### src/rtl/bcd_ctrl_pkg.sv
// Shared types and helpers for the BCD count sequencer.
// State enum, direction codes, digit limit, BCD validity check.
package bcd_ctrl_pkg;

    typedef enum logic [1:0] {
        S_IDLE,
        S_RUN,
        S_DONE
    } state_t;

    localparam logic DIR_UP   = 1'b1;
    localparam logic DIR_DOWN = 1'b0;

    localparam logic [3:0] BCD_MAX = 4'd9;

    // Callers zero-extend their vector; padding nibbles are valid.
    function automatic logic bcd_valid(input logic [63:0] v);
        logic ok;
        ok = 1'b1;
        for (int i = 0; i < 16; i++) begin
            if (v[4*i +: 4] > BCD_MAX) ok = 1'b0;
        end
        return ok;
    endfunction

endpackage

### src/rtl/bcd_digit.sv
// One BCD digit of the ripple counter: load, step up/down with carry.
// Ports: clk, reset (async low), en, dir, cin, ld, d -> cout, nxt, q.
module bcd_digit
    import bcd_ctrl_pkg::*;
(
    input  logic       clk,
    input  logic       reset,
    input  logic       en,
    input  logic       dir,
    input  logic       cin,
    input  logic       ld,
    input  logic [3:0] d,
    output logic       cout,
    output logic [3:0] nxt,
    output logic [3:0] q
);

    // nxt is the value this digit takes if the chain steps now.
    always_comb begin
        nxt  = q;
        cout = 1'b0;
        if (cin) begin
            unique case (dir)
                DIR_UP: begin
                    if (q == BCD_MAX) begin
                        nxt  = 4'd0;
                        cout = 1'b1;
                    end else begin
                        nxt = q + 4'd1;
                    end
                end
                DIR_DOWN: begin
                    if (q == 4'd0) begin
                        nxt  = BCD_MAX;
                        cout = 1'b1;
                    end else begin
                        nxt = q - 4'd1;
                    end
                end
                default: nxt = q;
            endcase
        end
    end

    always_ff @(posedge clk or negedge reset) begin
        if (!reset) begin
            q <= 4'd0;
        end else if (ld) begin
            q <= d;
        end else if (en) begin
            q <= nxt;
        end
    end

endmodule

### src/rtl/bcd_count_sequencer.sv
// Command-driven, prescaled BCD up/down counter with run/done control.
// Ports: cmd_* handshake, abort -> count, busy, done, err, cmd_ready.
module bcd_count_sequencer
    import bcd_ctrl_pkg::*;
#(
    parameter int DIGITS   = 2,
    parameter int STEP_DIV = 4
) (
    input  logic              clk,
    input  logic              reset,
    input  logic              cmd_valid,
    output logic              cmd_ready,
    input  logic              cmd_dir,
    input  logic              cmd_load,
    input  logic [4*DIGITS-1:0] cmd_start,
    input  logic [4*DIGITS-1:0] cmd_target,
    input  logic              abort,
    output logic [4*DIGITS-1:0] count,
    output logic              busy,
    output logic              done,
    output logic              err
);

    localparam int W  = 4 * DIGITS;
    localparam int PW = (STEP_DIV > 1) ? $clog2(STEP_DIV) : 1;
    localparam logic [PW-1:0] PRE_LAST = PW'(STEP_DIV - 1);

    state_t         state;
    state_t         state_n;
    logic [PW-1:0]  pre;
    logic           dir_q;
    logic [W-1:0]   target_q;
    logic [W-1:0]   nxt_cnt;
    logic [W-1:0]   start_val;
    logic           cmd_ok;
    logic           accept;
    logic           load_en;
    logic           step;
    logic           err_q;
    logic [DIGITS:0] c;

    assign cmd_ok = bcd_valid(64'(cmd_target)) &&
                    (!cmd_load || bcd_valid(64'(cmd_start)));
    assign start_val = cmd_load ? cmd_start : count;
    assign accept    = cmd_valid && (state == S_IDLE);

    assign cmd_ready = (state == S_IDLE);
    assign busy      = (state == S_RUN);
    assign done      = (state == S_DONE);
    assign err       = err_q;

    assign c[0] = 1'b1;

    for (genvar i = 0; i < DIGITS; i++) begin : g_dig
        bcd_digit u_dig (
            .clk   (clk),
            .reset (reset),
            .en    (step),
            .dir   (dir_q),
            .cin   (c[i]),
            .ld    (load_en),
            .d     (cmd_start[4*i +: 4]),
            .cout  (c[i+1]),
            .nxt   (nxt_cnt[4*i +: 4]),
            .q     (count[4*i +: 4])
        );
    end

    always_comb begin
        state_n = state;
        load_en = 1'b0;
        step    = 1'b0;
        unique case (state)
            S_IDLE: begin
                if (accept && cmd_ok) begin
                    load_en = cmd_load;
                    state_n = (start_val == cmd_target) ? S_DONE : S_RUN;
                end
            end
            S_RUN: begin
                // Abort outranks a step landing on the same edge.
                if (abort) begin
                    state_n = S_IDLE;
                end else if (pre == PRE_LAST) begin
                    step = 1'b1;
                    if (nxt_cnt == target_q) state_n = S_DONE;
                end
            end
            S_DONE: state_n = S_IDLE;
            default: state_n = S_IDLE;
        endcase
    end

    always_ff @(posedge clk or negedge reset) begin
        if (!reset) begin
            state    <= S_IDLE;
            pre      <= '0;
            dir_q    <= DIR_UP;
            target_q <= '0;
            err_q    <= 1'b0;
        end else begin
            state <= state_n;
            err_q <= accept && !cmd_ok;
            if (accept && cmd_ok) begin
                dir_q    <= cmd_dir;
                target_q <= cmd_target;
                pre      <= '0;
            end else if (state == S_RUN) begin
                pre <= (pre == PRE_LAST) ? '0 : pre + PW'(1);
            end
        end
    end

endmodule

### config.mk
export PLATFORM = sky130hd
export DESIGN_NAME = bcd_count_sequencer
export DESIGN_NICKNAME = d
export VERILOG_FILES = /design/src/rtl/bcd_ctrl_pkg.sv /design/src/rtl/bcd_digit.sv /design/src/rtl/bcd_count_sequencer.sv
export SDC_FILE = /design/constraint.sdc
export NUM_CORES = 1
export LEC_CHECK = 0
export CORE_ASPECT_RATIO = 0.7
export CORE_MARGIN = 2
export CORE_UTILIZATION = 35
export CTS_BUF_LIST = sky130_fd_sc_hd__clkbuf_8
export DETAILED_ROUTE_END_ITERATION = 10
export HOLD_SLACK_MARGIN = 0.05
export REMOVE_ABC_BUFFERS = 1
export SYNTH_ARGS = -nofsm -noshare
export SYNTH_HDL_FRONTEND = slang
export SYNTH_SLANG_ARGS = --single-unit
### constraint.sdc
create_clock -name clk -period 6.7 [get_ports clk]
set_input_delay 1.34 -clock clk [delete_from_list [all_inputs] [get_ports clk]]
set_output_delay 1.34 -clock clk [all_outputs]
set_load 0.1 [all_outputs]
==> results.yml <==
run_status:
  status: "completed"
grt:
  grt_pass1_vias: 1607
  grt.overflow.total: 0
  grt_pass1_wl_mm: 8.14
  antenna_found_initial: 0
  grt_max_degree: 24
  grt_usage_pct: 17.6
clock_network:
  clockRootBuffer: "clkbuf_8"
  htree_num_levels: 1
  cts_buffers: 3
  clockBufferDepth: 2
  worst_setup_hold_path_clk_slew_ns: 0.09
  cts_tree: "done"
  ctsResizeCount: 0
  cts_sinks: 22
  post_cts_buffers: 0
  clock_latency_ns: 0.27
  hold_buffers: 0
drt:
  dr.first_iter.drc_count: 85
  vias_per_cell: 5.48
  wl_mm: 4.95
  vias: 1643
  drc: 0
  wl_per_cell_um: 16.5
  drtAntennaViolNets: 0
  dr.pass1.iters: 4
sta:
  period_share_pct: 61.3
  tightestPinTransition_ns: 1.29
  layout_min_cycle_time_ns: 4.10
  fin_skew_ns: 0.0115
  rsz0062_at_grt: "no"
  drv_slew: 0
  setup_violations: 0
  slew_headroom_pct: 13.6
  tns_ns: 0
  max_freq_mhz: 244
  hold_viol: 0
setup_path:
  cp-end-kind: "flop"
  worst_path_largest_cell_delay_ns: 1.01
  critical_path.startpoint_type: "primary input"
  cp.depth: 7
  timing.rr.start: "g_dig[0].u_dig.q[0]"
  cp-endpoint: "g_dig[0].u_dig.q[2]"
  criticalPathCategory: "in -> reg"
  cp_cell_sequence: "clkdlybuf4s50_1 > o211ai_1 > nand4_1 > nor2_1 > a21o_1 > nand2_1 > a221o_1"
  required_ns: 6.86
  critPathArrivalTime_ns: 4.27
  critical_path.slowest_cell: "nor2_1"
  critPathBufInv: 1
  reg2reg_slack_ns: 3.84
  cp_max_fo: 17
  r2r_cells: 8
  cp_top_family: "simple AND/OR/NAND/NOR gates"
  cp-startpoint: "cmd_load"
  r2r-end: "state[0]"
layout:
  regArea_sq_um: 552
  fillers: 519
  final_net_count: 255
  antenna_cells: 0
  drive_gt1_share_pct: 9.21
  area_delta_synth_final_pct: 24.0
  multi_input_area_sq_um: 1200
logic_synthesis:
  ys_seq_elements: 22
  synth_area_sq_um: 1840
  yosys-top-cells-area: "dfrtp_1 (29%), mux2i_1 (5.4%), xor2_1 (5.2%)"
  syn_inst: 203
  ys_top_cells_by_count: "dfrtp_1 (21), nand2_1 (18), nor2_1 (11), xor2_1 (11), mux2i_1 (10)"
  synth_most_common_cell: "dfrtp_1"
  yosysTopAreaCell: "dfrtp_1"
  synth_flop_cell: "dfrtp_1"
  ys_seq_area_share_pct: 30.0
  synth_cell_types: 60
  yosys_warnings: 0
  avgSynthCellArea_sq_um: 9.05
  synth-async-reset-ratio_pct: 100
  synth_edf_count: 0
  yosysTopAreaCellShare_pct: 28.6
power:
  p_leak_nw: 0.901
  vdd_ir_drop_max_uv: 396
  power_mw: 1.20
  powerDensity_nw_per_um2: 528
floorplan:
  start_util_pct: 35.7
  io_pins: 34
  coreArea_sq_um: 5150
  rows: 22
  dieWidth_um: 90.6
  die_h_um: 64.6
  die_area_sq_um: 5850
min_path:
  hp-class: "reg -> reg"
placement:
  hpwl_mm: 3.82
  io_buffer_count: 33
  place_congestion: 0.792
flow_run:
  drv_cap: 0
-- worst min path at each step --
stage	startpoint	endpoint	slack [ns]	depth (start not counted)
after floorplan	target_q[0]	target_q[0]	0.49	1
after global placement	target_q[5]	target_q[5]	0.51	1
after detailed placement	target_q[5]	target_q[5]	0.52	1
after CTS	target_q[5]	target_q[5]	0.54	1
after global routing	target_q[5]	target_q[5]	0.55	1
final	target_q[5]	target_q[5]	0.54	1
-- stage by stage --
stage                     hold slack [ns]  utilization (%)  cell area, sq um  instances  worst slack, ns
after CTS                           0.540             44.3              2280        300             2.67
after global placement              0.512             42.9              2210        296             2.46
final                               0.539             44.3              2280        300             2.60
after detailed placement            0.521             42.9              2210        296             2.37
after global routing                0.549             44.3              2280        300             2.38
after floorplan                     0.490                -              1790        191             3.37
-- layout by cell type, fill, tap and decap left out, types with 7 or more instances in the layout --
master           Yosys  routed
xor2_1              11      11
mux2_2               7       7
nand2_1             18      18
mux2i_1             10      10
o21ai_0              9       9
dfrtp_1             21      21
clkdlybuf4s50_1      0      33
inv_1                9       9
nor2_1              11      11
-- registers in the layout, indices dropped and copies added (netlist names) --
signal / cells
err: 1
g_dig.u_dig.q: 8
dir_q: 1
target_q: 8
pre: 2
state: 2
-- where the power goes --
| part | leakage (nW) | internal (mW) | total, mW | switching (mW) |
|---|---|---|---|---|
| clock | 0.0357 | 0.0799 | 0.127 | 0.0474 |
| sequential | 0.265 | 0.195 | 0.322 | 0.127 |
| combinational | 0.600 | 0.273 | 0.754 | 0.481 |
| total | 0.901 | 0.547 | 1.20 | 0.656 |
-- layout make-up --
| class | instances | area share [%] |
|---|---|---|
| inverter | 9 | 1.48 |
| sequential | 22 | 24.2 |
| clock buffer | 3 | 1.81 |
| clock inverter | 1 | 1.32 |
| timing repair buffer | 33 | 14.5 |
| tap | 72 | 3.95 |
| multi-input combinational | 160 | 52.7 |
-- routing by layer --
metal,wire (um),global-route usage [%],vias to the layer above
met4,18,2.50,0
met3,255,3.95,2
li1,-,-,807
met5,0,0,-
met1,2590,25.7,793
met2,2080,27.1,41
-- cell families after synthesis --
logic type | count (synthesis) | share of synthesized area (%)
adders and majority gates | 4 | 2.72
buffers and inverters | 21 | 4.56
muxes | 17 | 9.74
xor gates and xnor gates | 15 | 7.15
AOI/OAI and AO/OA | 53 | 24.0
and+or+nand+nor | 71 | 21.8
DFF | 22 | 30.0
-- worst reg2reg max path, cell delays in order, from the launching register on --
cell and delay [ns]:
dfrtp_1 0.50, inv_1 0.13, ha_1 0.26, or4b_1 0.66, and2_4 0.25, o31ai_1 0.33, xnor2_1 0.19, nand4_1 0.13
a211o_1 0.31
Power figures use the tool's default switching activity.
